[src/rtl/detector_impulsos_multi.sv]
// Multi-channel push-button front end: per-channel synchroniser, debounce,
// edge-to-impulse conversion and optional auto-repeat while held.
module detector_impulsos_multi #(
    parameter int unsigned CANALES         = 4,
    parameter int unsigned REBOTE_CICLOS   = 1000,
    parameter int unsigned MODO            = 0,
    parameter int unsigned RETARDO_REPETIR = 50000,
    parameter int unsigned PERIODO_REPETIR = 10000
) (
    input  logic               clock,
    input  logic               reset,
    input  logic [CANALES-1:0] botones,
    input  logic               repetir_en,
    output logic [CANALES-1:0] botonesLimpios,
    output logic [CANALES-1:0] impulsos
);

    localparam int unsigned CW      = (REBOTE_CICLOS > 1) ? $clog2(REBOTE_CICLOS) : 1;
    localparam int unsigned REP_MAX = (RETARDO_REPETIR > PERIODO_REPETIR) ?
                                      RETARDO_REPETIR : PERIODO_REPETIR;
    localparam int unsigned RW      = (REP_MAX > 1) ? $clog2(REP_MAX) : 1;

    localparam logic [CW-1:0] CNT_FIN = CW'(REBOTE_CICLOS - 1);
    localparam logic [RW-1:0] RET_FIN = RW'(RETARDO_REPETIR - 1);
    localparam logic [RW-1:0] PER_FIN = RW'(PERIODO_REPETIR - 1);

    localparam logic EN_SUBIDA = (MODO == 0) || (MODO == 2);
    localparam logic EN_BAJADA = (MODO == 1) || (MODO == 2);

    logic [CANALES-1:0] s1_q, s1_d;
    logic [CANALES-1:0] s2_q, s2_d;
    logic [CANALES-1:0] limpio_q, limpio_d;
    logic [CANALES-1:0] imp_q, imp_d;
    // periodo_q: 0 while waiting for the first repeat, 1 once in the periodic phase
    logic [CANALES-1:0] periodo_q, periodo_d;
    logic [CANALES-1:0] disparo_c;
    logic [CW-1:0]      cnt_q [CANALES];
    logic [CW-1:0]      cnt_d [CANALES];
    logic [RW-1:0]      rep_q [CANALES];
    logic [RW-1:0]      rep_d [CANALES];

    // Next-state logic for every channel
    always_comb begin
        s1_d      = botones;
        s2_d      = s1_q;
        limpio_d  = limpio_q;
        imp_d     = '0;
        periodo_d = periodo_q;
        disparo_c = '0;
        cnt_d     = cnt_q;
        rep_d     = rep_q;
        for (int i = 0; i < int'(CANALES); i++) begin
            if (s2_q[i] == limpio_q[i]) begin
                cnt_d[i] = '0;
            end else if (cnt_q[i] == CNT_FIN) begin
                limpio_d[i] = s2_q[i];
                cnt_d[i]    = '0;
            end else begin
                cnt_d[i] = cnt_q[i] + CW'(1);
            end

            // Repeat only counts while held on both sides of the edge
            if (limpio_q[i] && limpio_d[i] && repetir_en) begin
                if (rep_q[i] == (periodo_q[i] ? PER_FIN : RET_FIN)) begin
                    disparo_c[i] = 1'b1;
                    rep_d[i]     = '0;
                    periodo_d[i] = 1'b1;
                end else begin
                    rep_d[i] = rep_q[i] + RW'(1);
                end
            end else begin
                rep_d[i]     = '0;
                periodo_d[i] = 1'b0;
            end

            imp_d[i] = disparo_c[i]
                     | (limpio_d[i] & ~limpio_q[i] & EN_SUBIDA)
                     | (~limpio_d[i] & limpio_q[i] & EN_BAJADA);
        end
    end

    always_ff @(posedge clock) begin
        if (reset) begin
            s1_q      <= '0;
            s2_q      <= '0;
            limpio_q  <= '0;
            imp_q     <= '0;
            periodo_q <= '0;
            for (int i = 0; i < int'(CANALES); i++) begin
                cnt_q[i] <= '0;
                rep_q[i] <= '0;
            end
        end else begin
            s1_q      <= s1_d;
            s2_q      <= s2_d;
            limpio_q  <= limpio_d;
            imp_q     <= imp_d;
            periodo_q <= periodo_d;
            for (int i = 0; i < int'(CANALES); i++) begin
                cnt_q[i] <= cnt_d[i];
                rep_q[i] <= rep_d[i];
            end
        end
    end

    assign botonesLimpios = limpio_q;
    assign impulsos       = imp_q;

endmodule
[config.mk]
export PLATFORM = sky130hd
export DESIGN_NAME = detector_impulsos_multi
export DESIGN_NICKNAME = d
export VERILOG_FILES = /design/src/rtl/detector_impulsos_multi.sv
export SDC_FILE = /design/constraint.sdc
export NUM_CORES = 1
export LEC_CHECK = 0
export ABC_AREA = 0
export CORE_UTILIZATION = 55
export CTS_CLUSTER_DIAMETER = 200
export DETAILED_ROUTE_END_ITERATION = 8
export MAX_ROUTING_LAYER = met4
export PLACE_DENSITY = 0.72
export SYNTH_ARGS = -nofsm -noshare
export SYNTH_HDL_FRONTEND = slang
export SYNTH_SLANG_ARGS = --single-unit
[constraint.sdc]
create_clock -name clock -period 2.2 [get_ports clock]
set_input_delay 0.44 -clock clock [delete_from_list [all_inputs] [get_ports clock]]
set_output_delay 0.44 -clock clock [all_outputs]
set_load 0.01 [all_outputs]
==> impl_metrics.env, run 1 <==
export IMPL_critPathKind="reg2out"
export IMPL_synth_top_area_share_pct=46.5
export IMPL_std_cell_rows=35
export IMPL_rsz0062_at_grt="false"
export IMPL_ant_nets=0
export IMPL_vias=4125
export IMPL_min_from="s1_q[0]$_SDFF_PP0_"
export IMPL_vdd_drop_max_mv=0.658
export IMPL_worstSetupStartpoint="botonesLimpios[3]$_SDFF_PP0_"
export IMPL_cp_slowest_stage_delay_ps=600
export IMPL_crit_family="buffers and inverters"
export IMPL_overflow=0
export IMPL_ys_ff_latch=124
export IMPL_slew_headroom_pct=60.7
export IMPL_status="completed"
export IMPL_utilization_pct=67.0
export IMPL_fin_nets=651
export IMPL_p_leak_uw=0.00195
export IMPL_hold_depth=1
export IMPL_clockBufferDepth=2
export IMPL_die_x_um=101
export IMPL_drt_iter0_drc=150
export IMPL_netlist_top_cells_count="131 x nor2_1, 124 x dfxtp_1, 65 x xnor2_1, 40 x nand3_1, 28 x nand2_1"
export IMPL_port_buffers=14
export IMPL_max_cap_violations=0
export IMPL_cp_cell_sequence="clkdlybuf4s50_1"
export IMPL_slew_viol_final=0
export IMPL_grt_pass1_vias=4012
export IMPL_setup_violations=0
export IMPL_r2r_cells=4
export IMPL_hpwl_um=6750
export IMPL_holdCritPathClass="reg2reg"
export IMPL_post_cts_repair_setup_buffers=0
export IMPL_crit_buf_inv=1
export IMPL_r2r_start="rep_q[43]$_SDFF_PP0_"
export IMPL_power_density_mw_per_mm2=797
export IMPL_post_drt_wl_per_cell_um=13.3
export IMPL_tightest_slew_ps=584
export IMPL_wl_um=10300
export IMPL_drive_gt1_share_pct=7.70
export IMPL_die_h_um=101
export IMPL_cts_tree="built"
export IMPL_yosysUniqueCellTypes=46
export IMPL_first_pass_iters=4
export IMPL_clock_latency_ps=520
export IMPL_syn_area_mm2=0.00534
export IMPL_crit_required_ps=1760
export IMPL_rr_endpoint="impulsos[1]$_SDFF_PP0_"
export IMPL_setup_worst_path_end="botonesLimpios[3]"
export IMPL_synth_edff_count=0
export IMPL_fin_skew_ps=25.1
export IMPL_cts_sinks=124
export IMPL_grt_max_degree=19
export IMPL_ioPinCount=15
export IMPL_fin_crit_ps=2040
export IMPL_start_util_pct=57.3
export IMPL_synth_main_ff_cell="dfxtp_1"
export IMPL_antenna_found_initial=0
export IMPL_fmax_ghz=0.489
export IMPL_area_growth_pct=17.0
export IMPL_avgSynthCellArea_um2=8.83
export IMPL_drc=0
export IMPL_clk_pin_slew_ps=60
export IMPL_tns_ps=0
export IMPL_grt_first_pass_wirelength_um=17900
export IMPL_via_per_inst=5.30
export IMPL_yosys_warnings=0
export IMPL_finalHoldViolCount=0
export IMPL_path_max_fanout=6
export IMPL_die_area_mm2=0.0101
export IMPL_design_core_area_mm2=0.00933
export IMPL_endpoint_kind="primary output"
export IMPL_antenna_cells=0
export IMPL_yosys_top_cells_area="dfxtp_1 46%, xnor2_1 11%, nor2_1 9.2%, xor2_1 4.1%, nand3_1 3.7%"
export IMPL_reg2reg_slack_ps=210
export IMPL_cpMaxStageDelayCell="clkdlybuf4s50_1"
export IMPL_yosysSeqAreaShare_pct=46.5
export IMPL_synth_async_reset_ratio_pct=0
export IMPL_cp_arrival_ps=1600
export IMPL_worstSetupPathDepth=1
export IMPL_cts_buffers=17
export IMPL_syn_nets=620
export IMPL_gp_routability_congestion=0.838
export IMPL_htreeDepth=4
export IMPL_yosysMostFrequentCell="nor2_1"
export IMPL_yosysTopAreaCell="dfxtp_1"
export IMPL_synthCells=605
export IMPL_cts_root_buf="clkbuf_8"
export IMPL_crit_path_start_kind="flip-flop"
export IMPL_grtUsageTotal_pct=23.1
export IMPL_total_power_uw=4980
export IMPL_finalCritPeriodShare_pct=92.9
cell type report:
cell class / count / area [µm²]
flip-flops and latches: 124 / 2480
clock inverters: 7 / 85.1
repair buffers: 24 / 215
multi-input cells: 449 / 2740
inverters: 20 / 75.1
clock buffers: 25 / 494
fillers: 764 / 3080
well taps: 129 / 161
worst min path at each step:
stage | to | slack [ps]
after detailed placement | s2_q[2]$_SDFF_PP0_ | 420
final | s2_q[0]$_SDFF_PP0_ | 440
after floorplan | s2_q[0]$_SDFF_PP0_ | 410
after global routing | s2_q[1]$_SDFF_PP0_ | 460
after CTS | s2_q[2]$_SDFF_PP0_ | 440
after global placement | s2_q[2]$_SDFF_PP0_ | 420
cells by family (layout without fill, tap and decap cells):
logic type | after synthesis | after routing | share of synthesized area [%]
xor+xnor | 90 | 90 | 14.8
flops | 124 | 124 | 46.5
buf+inv | 32 | 76 | 2.36
fa+ha+maj | 8 | 8 | 1.87
simple gates | 326 | 326 | 30.6
mux | 4 | 4 | 0.749
compound gates | 21 | 21 | 3.25
what timing repair did:
item                                    in CTS  in global routing
endpoints found under the setup margin       0                 13
hold buffers                                 0                  0
gates resized for setup                      0                  1
registers in the layout, indices dropped and copies added, names as in the netlist:
signal,cells
rep_q,64
cnt_q,40
botonesLimpios,4
impulsos,4
periodo_q,4
s1_q,4
s2_q,4
routing by layer:
metal / global-route usage, % / vias to the layer above / part of all wire [%]
li1: - / 2131 / -
met1: 25.9 / 1926 / 46
met2: 38.5 / 53 / 50
met3: 5.62 / 15 / 2.2
met4: 11.5 / 0 / 2.1
met5: - / - / 0
cells in the final DEF (no fill, tap or decap), types with 4 or more instances in the layout:
cell	instances
nor4b_1	4
inv_1	20
nand2_1	28
mux2i_1	4
nor2b_1	12
nand4_1	21
clkinv_2	5
and4_1	5
clkbuf_8	6
nor2_1	131
xor2_1	25
ha_1	8
or4_1	7
or2_2	4
clkdlybuf4s50_1	14
and2_1	10
nor3_1	21
or3_1	5
dfxtp_1	124
xnor2_1	65
nand3_1	40
nor4_1	16
clkbuf_16	16
nand2b_1	6
buf_4	10
through the flow:
| step | hold slack [ps] | instance area (µm²) | cells | setup WS (ps) |
|---|---|---|---|---|
| 4_1_cts | 438 | 6250 | 778 | 128 |
| 6_report | 436 | 6250 | 778 | 156 |
| 3_3_place_gp | 423 | 5670 | 746 | 247 |
| 5_1_grt | 461 | 6250 | 778 | 113 |
| 2_1_floorplan | 414 | 5340 | 605 | 313 |
| 3_5_place_dp | 425 | 5670 | 746 | 152 |
power by group:
part,internal (µW),switching [µW],total [µW]
Combinational,22.5,21.8,44.3
Sequential,2260,6.10,2260
Clock,1750,921,2670
Power figures use the tool's default switching activity.
==> run 2, diff against run 1 <==
--- a/config.mk
+++ b/config.mk
@@ -10,7 +10,8 @@
 export CTS_CLUSTER_DIAMETER = 200
 export DETAILED_ROUTE_END_ITERATION = 8
 export MAX_ROUTING_LAYER = met4
-export PLACE_DENSITY = 0.72
+export PLACE_DENSITY = 0.8
+export REMOVE_ABC_BUFFERS = 1
 export SYNTH_ARGS = -nofsm -noshare
 export SYNTH_HDL_FRONTEND = slang
 export SYNTH_SLANG_ARGS = --single-unit
==> impl_metrics.env, run 2 (same netlist as run 1, synthesis figures left out) <==
export IMPL_status="completed"
export IMPL_wl_um=10300
export IMPL_crit_required_ps=1760
export IMPL_postCtsHoldBufs=0
export IMPL_top_regs="rep_q (64), cnt_q (40)"
export IMPL_antenna_found_initial=0
export IMPL_die_x_um=101
export IMPL_setup_violations=0
export IMPL_crit_path_start_kind="flip-flop"
export IMPL_placed_cells=745
export IMPL_cp_cell_sequence="clkdlybuf4s50_1"
export IMPL_clk_pin_slew_ps=60
export IMPL_power_density_mw_per_mm2=832
export IMPL_gp_routability_congestion=0.806
export IMPL_slew_headroom_pct=57.2
export IMPL_first_pass_iters=4
export IMPL_holdCritPathClass="reg2reg"
export IMPL_final_cells=777
export IMPL_antenna_cells=0
export IMPL_clock_latency_ps=510
export IMPL_layout_commonest_cell="nor2_1"
export IMPL_std_cell_rows=35
export IMPL_post_drt_wl_per_cell_um=13.2
export IMPL_crit_buf_inv=1
export IMPL_fmax_ghz=0.495
export IMPL_grtUsageTotal_pct=22.4
export IMPL_critPathKind="reg2out"
export IMPL_path_max_fanout=6
export IMPL_port_buffers=14
export IMPL_layout_setup_ws_ps=178
export IMPL_overflow=0
export IMPL_max_cap_violations=0
export IMPL_drt_iter0_drc=155
export IMPL_post_cts_repair_setup_buffers=0
export IMPL_cp_slowest_stage_delay_ps=630
export IMPL_finalHoldViolCount=0
export IMPL_tightest_slew_ps=636
export IMPL_cts_sinks=124
export IMPL_fin_nets=650
export IMPL_die_h_um=101
export IMPL_grt_max_degree=22
export IMPL_finalCritPeriodShare_pct=91.9
export IMPL_cts_tree="built"
export IMPL_holdWs_ps=451
export IMPL_fin_crit_ps=2020
export IMPL_tns_ps=0
export IMPL_htreeDepth=4
export IMPL_drc=0
export IMPL_cts_root_buf="clkbuf_8"
export IMPL_drive_gt1_share_pct=7.56
export IMPL_clockBufferDepth=2
export IMPL_via_per_inst=5.41
export IMPL_crit_family="buffers and inverters"
export IMPL_grt_pass1_vias=3965
export IMPL_p_leak_uw=0.00196
export IMPL_regMostFlops="rep_q"
export IMPL_vdd_drop_max_mv=0.455
export IMPL_area_growth_pct=17.8
export IMPL_start_util_pct=57.3
export IMPL_endpoint_kind="primary output"
export IMPL_hpwl_um=6640
export IMPL_slew_viol_final=0
export IMPL_rsz0062_at_grt="false"
export IMPL_cpMaxStageDelayCell="clkdlybuf4s50_1"
export IMPL_fin_skew_ps=9.28
export IMPL_ioPinCount=15
export IMPL_vias=4206
export IMPL_largest_reg_flops=64
export IMPL_die_area_mm2=0.0101
export IMPL_cp_arrival_ps=1580
export IMPL_cts_buffers=17
export IMPL_place_ws_ps=151
export IMPL_grt_first_pass_wirelength_um=17400
export IMPL_ant_nets=0
export IMPL_design_core_area_mm2=0.00933
export IMPL_layout_common_cells="131 x nor2_1, 124 x dfxtp_1, 65 x xnor2_1"
[run 2: path summary, 6_finish.rpt]
check,start,end,slack (ps),depth (start not counted)
max reg2reg,rep_q[43]$_SDFF_PP0_,impulsos[1]$_SDFF_PP0_,240,4
min reg2reg,s1_q[3]$_SDFF_PP0_,s2_q[3]$_SDFF_PP0_,450,1
max,botonesLimpios[3]$_SDFF_PP0_,botonesLimpios[3],180,1
min,s1_q[3]$_SDFF_PP0_,s2_q[3]$_SDFF_PP0_,450,1
[run 2: power by group]
group | leakage, µW | total (µW) | internal [µW] | switching, µW
Sequential | 0.00100 | 2260 | 2260 | 6.69
Clock | 0.000303 | 2930 | 1950 | 981
Combinational | 0.000658 | 43.2 | 21.3 | 22.0
Total | 0.00196 | 5230 | 4220 | 1010
[run 2: final cells by class]
type | instances | area (µm²)
Fill cell | 699 | 3030
Multi-Input combinational cell | 449 | 2750
Sequential cell | 124 | 2480
Clock buffer | 20 | 425
Timing Repair Buffer | 23 | 208
Clock inverter | 12 | 195
Tap cell | 129 | 161
Inverter | 20 | 75.1
[run 2: metrics by stage]
step | power [µW] | area (µm²) | util [%]
2_1_floorplan | 2320 | 5290 | -
5_1_grt | 5390 | 6290 | 67.5
3_3_place_gp | 2350 | 5660 | 60.7
6_report | 5230 | 6290 | 67.5
4_1_cts | 5260 | 6280 | 67.4
3_5_place_dp | 2350 | 5660 | 60.7
[run 2: repair_timing]
item | CTS | global route
gates resized for setup | 0 | 2
endpoints found under the setup margin | 0 | 7
endpoints found under the hold margin | 0 | 0
[run 2: per-layer routing]
| layer | track usage, % | wire (µm) | vias up |
|---|---|---|---|
| met4 | 8.25 | 163 | 0 |
| met3 | 7.14 | 362 | 17 |
| met2 | 36.3 | 5080 | 68 |
| met1 | 26.1 | 4680 | 1994 |
| met5 | - | 0 | - |
| li1 | - | - | 2127 |
